$ cat src/rtl/zmc_pkg.sv
// Shared definitions for the zmc_master bank-switch initiator: window
// indices, per-window bank masks, responder power-up mapping and FSM states.
package zmc_pkg;

    localparam logic [1:0] WIN_F000 = 2'd0;
    localparam logic [1:0] WIN_E000 = 2'd1;
    localparam logic [1:0] WIN_C000 = 2'd2;
    localparam logic [1:0] WIN_8000 = 2'd3;

    localparam logic [7:0] MASK_W0 = 8'hFF;
    localparam logic [7:0] MASK_W1 = 8'h7F;
    localparam logic [7:0] MASK_W2 = 8'h3F;
    localparam logic [7:0] MASK_W3 = 8'h1F;

    localparam logic [7:0] SHADOW_RST_W0 = 8'h1E;
    localparam logic [7:0] SHADOW_RST_W1 = 8'h0E;
    localparam logic [7:0] SHADOW_RST_W2 = 8'h06;
    localparam logic [7:0] SHADOW_RST_W3 = 8'h02;

    typedef enum logic [1:0] {
        ST_IDLE   = 2'd0,
        ST_SETUP  = 2'd1,
        ST_STROBE = 2'd2,
        ST_HOLD   = 2'd3
    } zmc_state_e;

    // Bank bits implemented by each window; unused high bits are forced 0.
    function automatic logic [7:0] win_mask(input logic [1:0] win);
        case (win)
            WIN_F000: win_mask = MASK_W0;
            WIN_E000: win_mask = MASK_W1;
            WIN_C000: win_mask = MASK_W2;
            WIN_8000: win_mask = MASK_W3;
            default:  win_mask = MASK_W0;
        endcase
    endfunction

    // Responder power-up value of each window register.
    function automatic logic [7:0] shadow_rst(input logic [1:0] win);
        case (win)
            WIN_F000: shadow_rst = SHADOW_RST_W0;
            WIN_E000: shadow_rst = SHADOW_RST_W1;
            WIN_C000: shadow_rst = SHADOW_RST_W2;
            WIN_8000: shadow_rst = SHADOW_RST_W3;
            default:  shadow_rst = SHADOW_RST_W0;
        endcase
    endfunction

endpackage

$ cat src/rtl/zmc_req_fifo.sv
// Request queue for zmc_master: synchronous FIFO with a first-word
// fall-through read port. Pushes while full and pops while empty are ignored.
module zmc_req_fifo
    import zmc_pkg::*;
#(
    parameter int DEPTH = 4,
    parameter int WIDTH = 10
) (
    input  logic             clk,
    input  logic             rst,
    input  logic             push,
    input  logic [WIDTH-1:0] wdata,
    input  logic             pop,
    output logic [WIDTH-1:0] rdata,
    output logic             full,
    output logic             empty
);

    localparam int AW = $clog2(DEPTH);

    logic [AW-1:0]    wr_ptr_r;
    logic [AW-1:0]    rd_ptr_r;
    logic [AW:0]      count_r;
    logic [WIDTH-1:0] mem_r [DEPTH];
    logic             push_s;
    logic             pop_s;

    assign full   = (count_r == (AW+1)'(DEPTH));
    assign empty  = (count_r == '0);
    assign push_s = push & ~full;
    assign pop_s  = pop & ~empty;
    assign rdata  = mem_r[rd_ptr_r];

    // Pointer and occupancy bookkeeping; pointers wrap naturally at DEPTH.
    always_ff @(posedge clk or posedge rst) begin
        if (rst) begin
            wr_ptr_r <= '0;
            rd_ptr_r <= '0;
            count_r  <= '0;
        end else begin
            if (push_s) begin
                wr_ptr_r <= wr_ptr_r + AW'(1);
            end
            if (pop_s) begin
                rd_ptr_r <= rd_ptr_r + AW'(1);
            end
            case ({push_s, pop_s})
                2'b10:   count_r <= count_r + (AW+1)'(1);
                2'b01:   count_r <= count_r - (AW+1)'(1);
                default: count_r <= count_r;
            endcase
        end
    end

    // Entry storage; contents are don't-care until written.
    always_ff @(posedge clk) begin
        if (push_s) begin
            mem_r[wr_ptr_r] <= wdata;
        end
    end

endmodule

$ cat src/rtl/zmc_master.sv
// Z80-side bank-switch initiator. Queues window/bank requests and replays
// each one as an address-setup / SDRD0-strobe / hold bus cycle, keeping a
// shadow copy of every window register for read-back.
module zmc_master
    import zmc_pkg::*;
#(
    parameter int T_SETUP    = 2,
    parameter int T_PULSE    = 4,
    parameter int T_HOLD     = 2,
    parameter int FIFO_DEPTH = 4,
    parameter int SKIP_SAME  = 1
) (
    input  logic       CLK,
    input  logic       RESET,
    input  logic       REQ_VALID,
    output logic       REQ_READY,
    input  logic [1:0] REQ_WIN,
    input  logic [7:0] REQ_BANK,
    output logic [1:0] SDA_L,
    output logic [7:0] SDA_U,
    output logic       SDRD0,
    output logic       BUS_EN,
    output logic       BUSY,
    output logic [7:0] SHADOW0,
    output logic [7:0] SHADOW1,
    output logic [7:0] SHADOW2,
    output logic [7:0] SHADOW3
);

    localparam int T_MAX0 = (T_SETUP > T_PULSE) ? T_SETUP : T_PULSE;
    localparam int T_MAX  = (T_MAX0 > T_HOLD) ? T_MAX0 : T_HOLD;
    localparam int PH_W   = $clog2(T_MAX + 1);

    zmc_state_e  state_r, state_nx;
    logic [PH_W-1:0] phase_r, phase_nx;
    logic [1:0]  sda_l_r, sda_l_nx;
    logic [7:0]  sda_u_r, sda_u_nx;
    logic        sdrd0_r, sdrd0_nx;
    logic        bus_en_r, bus_en_nx;
    logic [7:0]  shadow_r [4];

    logic        push_s;
    logic        pop_s;
    logic [9:0]  wdata_s;
    logic [9:0]  head_s;
    logic [1:0]  head_win_s;
    logic [7:0]  head_bank_s;
    logic        fifo_full_s;
    logic        fifo_empty_s;
    logic        skip_s;
    logic        shadow_we_s;

    // Masking happens on the way in so the queue only ever holds legal banks.
    assign push_s  = REQ_VALID & ~fifo_full_s;
    assign wdata_s = {REQ_WIN, REQ_BANK & win_mask(REQ_WIN)};

    zmc_req_fifo #(
        .DEPTH (FIFO_DEPTH),
        .WIDTH (10)
    ) u_fifo (
        .clk   (CLK),
        .rst   (RESET),
        .push  (push_s),
        .wdata (wdata_s),
        .pop   (pop_s),
        .rdata (head_s),
        .full  (fifo_full_s),
        .empty (fifo_empty_s)
    );

    assign head_win_s  = head_s[9:8];
    assign head_bank_s = head_s[7:0];
    assign skip_s      = (SKIP_SAME != 32'sd0) && (head_bank_s == shadow_r[head_win_s]);

    // The responder latches on the rising SDRD0 edge, i.e. the last strobe cycle.
    assign shadow_we_s = (state_r == ST_STROBE) && (phase_r == PH_W'(T_PULSE - 1));

    assign REQ_READY = ~fifo_full_s;
    assign BUSY      = ~fifo_empty_s | (state_r != ST_IDLE);
    assign SDA_L     = sda_l_r;
    assign SDA_U     = sda_u_r;
    assign SDRD0     = sdrd0_r;
    assign BUS_EN    = bus_en_r;
    assign SHADOW0   = shadow_r[0];
    assign SHADOW1   = shadow_r[1];
    assign SHADOW2   = shadow_r[2];
    assign SHADOW3   = shadow_r[3];

    // Next-state, phase timing and next bus-pin values.
    always_comb begin
        state_nx  = state_r;
        phase_nx  = phase_r + PH_W'(1);
        sda_l_nx  = sda_l_r;
        sda_u_nx  = sda_u_r;
        sdrd0_nx  = 1'b1;
        bus_en_nx = bus_en_r;
        pop_s     = 1'b0;
        case (state_r)
            ST_IDLE: begin
                phase_nx  = '0;
                bus_en_nx = 1'b0;
                if (!fifo_empty_s) begin
                    pop_s = 1'b1;
                    if (skip_s) begin
                        state_nx = ST_IDLE;
                    end else begin
                        state_nx  = ST_SETUP;
                        sda_l_nx  = head_win_s;
                        sda_u_nx  = head_bank_s;
                        bus_en_nx = 1'b1;
                    end
                end else begin
                    state_nx = ST_IDLE;
                end
            end
            ST_SETUP: begin
                if (phase_r == PH_W'(T_SETUP - 1)) begin
                    state_nx = ST_STROBE;
                    phase_nx = '0;
                    sdrd0_nx = 1'b0;
                end else begin
                    sdrd0_nx = 1'b1;
                end
            end
            ST_STROBE: begin
                if (phase_r == PH_W'(T_PULSE - 1)) begin
                    state_nx = ST_HOLD;
                    phase_nx = '0;
                    sdrd0_nx = 1'b1;
                end else begin
                    sdrd0_nx = 1'b0;
                end
            end
            ST_HOLD: begin
                if (phase_r == PH_W'(T_HOLD - 1)) begin
                    state_nx  = ST_IDLE;
                    phase_nx  = '0;
                    bus_en_nx = 1'b0;
                    sda_l_nx  = 2'd0;
                    sda_u_nx  = 8'd0;
                end else begin
                    state_nx = ST_HOLD;
                end
            end
            default: begin
                state_nx  = ST_IDLE;
                phase_nx  = '0;
                bus_en_nx = 1'b0;
                sda_l_nx  = 2'd0;
                sda_u_nx  = 8'd0;
            end
        endcase
    end

    // FSM and registered bus pins; reset drops SDRD0 high immediately.
    always_ff @(posedge CLK or posedge RESET) begin
        if (RESET) begin
            state_r  <= ST_IDLE;
            phase_r  <= '0;
            sda_l_r  <= 2'd0;
            sda_u_r  <= 8'd0;
            sdrd0_r  <= 1'b1;
            bus_en_r <= 1'b0;
        end else begin
            state_r  <= state_nx;
            phase_r  <= phase_nx;
            sda_l_r  <= sda_l_nx;
            sda_u_r  <= sda_u_nx;
            sdrd0_r  <= sdrd0_nx;
            bus_en_r <= bus_en_nx;
        end
    end

    // Shadow window registers follow what the responder has latched.
    always_ff @(posedge CLK or posedge RESET) begin
        if (RESET) begin
            for (int i = 0; i < 4; i++) begin
                shadow_r[i] <= shadow_rst(2'(i));
            end
        end else if (shadow_we_s) begin
            shadow_r[sda_l_r] <= sda_u_r;
        end
    end

endmodule

$ cat config.mk
export PLATFORM = sky130hd
export DESIGN_NAME = zmc_master
export DESIGN_NICKNAME = d
export VERILOG_FILES = /design/src/rtl/zmc_pkg.sv /design/src/rtl/zmc_req_fifo.sv /design/src/rtl/zmc_master.sv
export SDC_FILE = /design/constraint.sdc
export NUM_CORES = 1
export LEC_CHECK = 0
export ABC_AREA = 1
export CAP_MARGIN = 15
export CORE_MARGIN = 5
export CORE_UTILIZATION = 55
export DETAILED_ROUTE_END_ITERATION = 12
export GPL_TIMING_DRIVEN = 0
export PLACE_DENSITY_LB_ADDON = 0.08
export SKIP_LAST_GASP = 1
export SYNTH_ARGS = -nofsm -noshare
export SYNTH_HDL_FRONTEND = slang
export SYNTH_SLANG_ARGS = --single-unit
$ cat constraint.sdc
create_clock -name CLK -period 2.4 [get_ports CLK]
set_input_delay 0.48 -clock CLK [delete_from_list [all_inputs] [get_ports CLK]]
set_output_delay 0.48 -clock CLK [all_outputs]
set_load 0.01 [all_outputs]
---- Word level (Yosys, flattened, before mapping) ----
Memory sizes are Yosys's and may differ from the RTL's.
Cells that the tools add are included.
Widths: inputs -> output; s select.
cells by class
  magnitude comparators ................... 3
  add/sub/neg operators ................... 5
  reduce and logical (&&, ||, !) cells .... 12
  equal/unequal tests ..................... 17
  bitwise logic cells ..................... 9
  mux-type cells .......................... 36
operators with widths
  cell                 number
  $mux 8               6
  $bwmux 32            1
  $pmux 8 s4           1
  $bmux 8 s2           1
  $demux 8 s2          1
  $pmux 8 s2           1
  $mux 2               7
  $eq 2x2->1 const B   5
  $mux 1               10
  $pmux 3 s3           1
  $and 8x8->8          1
  $eq 8x8->1           1
  $ne 2x2->1 const B   4
  $pmux 2 s4           1
  $add 3x1->3 const B  2
  $eq 2x1->1 const B   3
  $ge 3x3->1 const B   2
  $mux 3               2
  $not 2->3            2
  $pmux 3 s2           1
  $reduce_bool 2->1    3
  $add 2x1->2 const B  2
  $logic_not 2->1      2
  $pmux 1 s2           2
  other kinds (15)     20
storage, ports and cells
  bits in writable memories ............... 40
  output and inout bits ................... 46
  memories kept ........................... 1
  logic and storage cells ................. 96
  flip-flop bits (word level) ............. 56
memories
  name          words  width  read ports  clocked after memory_dff  wr ports  line                text
  u_fifo.mem_r  4      10     1           0                         1         zmc_req_fifo.sv:24  logic [WIDTH-1:0] mem_r [DEPTH];

---- Longest topological paths before layout ----
An unclocked memory read counts as a cell.
  word-level depth ........................ 9
  mapped depth ............................ 18
  depth with buffers taken out ............ 16

---- Modules after synthesis ----
Synthesis repeated with hierarchy kept, for this count alone.
unflattened totals
  cells, all modules ...................... 521
  area, all modules ....................... 4,713.3 µm²
modules (own cells, without submodules)
  module        area each (µm²)  instances  cells each  sequential area each (µm²)
  zmc_master    2,601.2          1          342         1,239.9
  zmc_req_fifo  2,112.0          1          179         1,376.3

---- Worst setup path before layout ----
OpenSTA, ideal clock, no wires.
  path kind ............................... register to register
  start point ............................. register state_r[0]
  end point ............................... register u_fifo.count_r[2]
  cell stages (with the launch flop) ...... 11
  data arrival time ....................... 1.908 ns
  buffers on the path ..................... 0
  required time ........................... 2.276 ns
  period minus slack after synthesis ...... 2.032 ns
  path slack .............................. 0.368 ns
  path through ............................ dfrtp_1 -> inv_1 -> ha_1 -> inv_1 -> nor2_1 -> ha_1 -> inv_1 -> fa_1 -> a21oi_1 -> o21ai_0 -> xnor2_1
between the ends
  longest elaborated chain between the ends .. 5
RTL lines
  element                                                 line                text
  start: declaration                                      zmc_master.sv:34    zmc_state_e state_r, state_nx;
  start signal: assignment                                zmc_master.sv:165   state_r <= state_nx;
  $logic_not 2->1 *                                       zmc_master.sv:98    case (state_r)
  $mux 1 *                                                zmc_master.sv:98
  $and 1x1->1 *                                           zmc_req_fifo.sv:31  assign pop_s = pop & ~empty;
  via u_fifo.pop_s                                        zmc_req_fifo.sv:26  logic pop_s;
  $eq 2x1->1 / $eq 2x2->1 (equally long branches)         zmc_req_fifo.sv:47  case ({push_s, pop_s})
  $pmux 3 s2 / $reduce_bool 2->1 (equally long branches)  --
  end signal: assignment                                  zmc_req_fifo.sv:48  2'b10: count_r <= count_r + (AW+1)'(1);
  end signal: assignment                                  zmc_req_fifo.sv:49  2'b01: count_r <= count_r - (AW+1)'(1);
  end signal: assignment                                  zmc_req_fifo.sv:50  default: count_r <= count_r;
  end: declaration                                        zmc_req_fifo.sv:23  logic [AW:0] count_r;
Mark *: on every way through the listed nets, which the timed path passes. The rest lies on a longest branch.
A chain may end at the register's enable or synchronous reset.

---- Worst setup path after layout ----
  start point ............................. register state_r[1]
  end point ............................... output BUSY
between the ends
  longest elaborated chain between the ends .. 2
RTL lines
  element            line              text
  $reduce_bool 2->1  zmc_master.sv:79  assign BUSY = ~fifo_empty_s | (state_r != ST_IDLE);
  $or 1x1->1         zmc_master.sv:79
  end: declaration   zmc_master.sv:23  output logic BUSY,
No other way between the ends.

==> flow_metrics.tcl <==
set metrics [dict create \
    status "completed" \
    clock-sinks 96 \
    viasPerCell 5.34 \
    synth.avg_cell_area_sq_um 9.30 \
    dp.final_hpwl_um 7580 \
    syn_inst 490 \
    cts_max_level 3 \
    combPwrFrac 0.479 \
    dieHeight_um 101 \
    final_max_slew_viol_count 0 \
    p_switching_mw 2.76 \
    gr-total-overflow 0 \
    core_sq_um 8130 \
    fmax_ghz 0.429 \
    cts_buffer_depth 2 \
    seq_area_frac_synth 0.574 \
    clkLatencyLatePin_ps 360 \
    grt_pass1_vias 3472 \
    irDropWorstVdd_mv 0.648 \
    antenna_cells 0 \
    worst_pin_slew_ps 981 \
    worstHoldPathType "primary input to async pin" \
    worstSetupPathType "register to output pin" \
    drt_iter0_drc 160 \
    n_fill_cell 671 \
    cp_data_required_time_ps 1920 \
    cts_buffers 9 \
    portBuffers 58 \
    final_area_sq_um 5510 \
    synth_edf_count 40 \
    clkPwrFrac 0.159 \
    multi_input_area_sq_um 1720 \
    antenna_found_initial 0 \
    ys_ff_latch 96 \
    crit_fanout 6 \
    syn_to_final_growth_pct 20.9 \
    ys_types 33 \
    vias 3577 \
    io_pins 59 \
    r2r_start "state_r[1]$_DFFE_PP0P_" \
    synth.cell_area_sq_um 4560 \
    regToRegSetupSlack_ps 150 \
    die_area_sq_um 10200 \
    final_nets 588 \
    place_congestion 0.852 \
    min_period_ps 2330 \
    clockRootBuffer "clkbuf_8" \
    synth_top_area_frac 0.263 \
    seq_area_sq_um 2620 \
    dieWidth_um 101 \
    skew_ps 10.8 \
    drc 0 \
    ys.flop_type "dfrtp_1" \
    start_util 0.561 \
    place_ws_ps 45.7 \
    antenna_left 0 \
    worst_slack_ps 70.6 \
    synth.largest_area_cell "edfxtp_1" \
    dpl_cell_area_sq_um 5290 \
    worstReg2RegEnd "u_fifo.count_r[2]$_DFFE_PP0P_" \
    rsz0062_at_grt "yes" \
    pwr-share-seq 0.362 \
    maxCapViolCount 0 \
    path_clk_slew_ps 90 \
    internal_power_mw 3.86 \
    grt_pass1_wl_um 17000 \
    avgRoutedWirePerCell_um 15.1 \
    synthArstFlopShare 0.583 \
    p_per_area_nw_per_um2 1200 \
    grtUsageTotal 0.212 \
    period_share 0.971 \
    startpoint_type "register" \
    synth_warnings 0 \
    crit_path_end_kind "output pin" \
    grt_max_degree 40 \
    crit_start "state_r[1]$_DFFE_PP0P_" \
    rr_worst_depth 10 \
    max_slew_margin 0.344 \
    crit_arrival_ps 1850 \
    firstDrtPassIters 5 \
    finalHoldViolations 0 \
    switching_share 0.417 \
    synth_fp_nets 518 \
    cts-hold-fix-buffers 0 \
    wl_um 10100 \
    leakage_nw 2.37 \
    rows 33 \
    synth_area_leaders "edfxtp_1 26%, dfrtp_1 25%, nand2_1 12%" \
    report.final.setup_viol 0 \
    drive_above_1_share 0.0991 \
    cts_tree "yes" \
]
routing by layer:
metal | track usage | up-vias | wire length [um]
met3 | 0.0353 | 25 | 599
met2 | 0.360 | 115 | 4990
met5 | 0 | - | 0
met1 | 0.269 | 1680 | 4240
met4 | 0.0910 | 0 | 307
li1 | - | 1757 | -
kinds of logic (layout without fill, tap and decap cells):
kind of cell             Yosys count  count (layout)  synth area share
AND/OR/NAND/NOR                  270             270             0.266
flip-flops                        96              96             0.574
buffers and inverters             55             130            0.0524
AO/OA/AOI/OAI                     50              50            0.0576
adder cells (fa/ha/maj)           15              15            0.0428
XOR/XNOR                           4               4           0.00769
synthesized netlist by cell type, types with 5 or more instances:
master and instances:
nand4_1 6, clkbuf_1 5, a21oi_1 12, inv_1 40, nand3_1 56, nor2_1 35
dfstp_2 11, ha_1 14, buf_2 5, dfrtp_1 45, o21ai_0 33, edfxtp_1 40
nand2_1 148
per-stage QoR:
stage | util | hold WS [ps] | TNS, ps | total power, mW | std cells
2_1_floorplan | - | 438 | 0 | 4.54 | 490
3_3_place_gp | 0.648 | 451 | -20550 | 5.46 | 653
3_5_place_dp | 0.651 | 461 | 0 | 5.58 | 654
4_1_cts | 0.675 | 430 | 0 | 6.62 | 670
5_1_grt | 0.678 | 454 | -24.4 | 7.15 | 670
6_report | 0.678 | 427 | 0 | 6.61 | 670
how the worst max path moves through the flow:
stage / to / slack (ps)
after floorplan: u_fifo.count_r[2]$_DFFE_PP0P_ / 370
after global placement: SHADOW2[7]$_DFFE_PP0P_ / -460
after detailed placement: SHADOW3[0]$_DFFE_PP0P_ / 50
after CTS: SHADOW3[0]$_DFFE_PP0P_ / 30
after global routing: BUSY / -20
final: BUSY / 70
critical path: stages (launching register included):
cell and delay (ps):
dfrtp_1 430, inv_1 110, ha_2 220, nand2_1 160
clkdlybuf4s50_1 570
registers in the layout, indices dropped and copies added, names as in the netlist:
register and count:
u_fifo.mem_r 40, SDA_U 8, SHADOW0 8, SHADOW1 8, SHADOW2 8, SHADOW3 8
phase_r 3, u_fifo.count_r 3, SDA_L 2, state_r 2, u_fifo.rd_ptr_r 2, u_fifo.wr_ptr_r 2
BUS_EN 1, SDRD0 1
power by group through the flow:
stage | combinational [mW] | sequential [mW] | clock [mW]
2_1_floorplan | 2.11 | 2.43 | 0
3_3_place_gp | 3.05 | 2.41 | 0
3_5_place_dp | 3.15 | 2.42 | 0
4_1_cts | 3.16 | 2.40 | 1.06
5_1_grt | 3.58 | 2.44 | 1.13
6_report | 3.17 | 2.39 | 1.05
placed cells by master (no fill, tap or decap), types with 3 or more instances in the layout:
master             n
nand3_2            3
ha_1              13
nand3_4            3
nand2_1          148
clkbuf_1           4
clkbuf_8          10
o21ai_0           33
clkdlybuf4s50_1   58
inv_1             39
nand3b_1           4
dfstp_2           11
a21oi_1           12
dfrtp_1           45
nand3_1           56
nor2_1            35
nand2_2            4
buf_6              3
clkinv_1           3
buf_2              4
nand4_1            6
edfxtp_1          40
layout make-up:
cell class                 count  share of cell area
buffer                        14              0.0161
clock buffer                  10              0.0250
clock inverter                 6              0.0107
inverter                      41              0.0279
multi-input combinational    339               0.313
sequential                    96               0.475
tap                          105              0.0238
timing repair buffer          59               0.109
timing repair:
item / 4_1_cts / 5_1_grt
buffers inserted: 0 / 0
gates resized for setup: 1 / 6
hold endpoints to repair: 0 / 0
endpoints found under the setup margin: 1 / 17
Note: power is estimated with default switching activity, not from simulation.
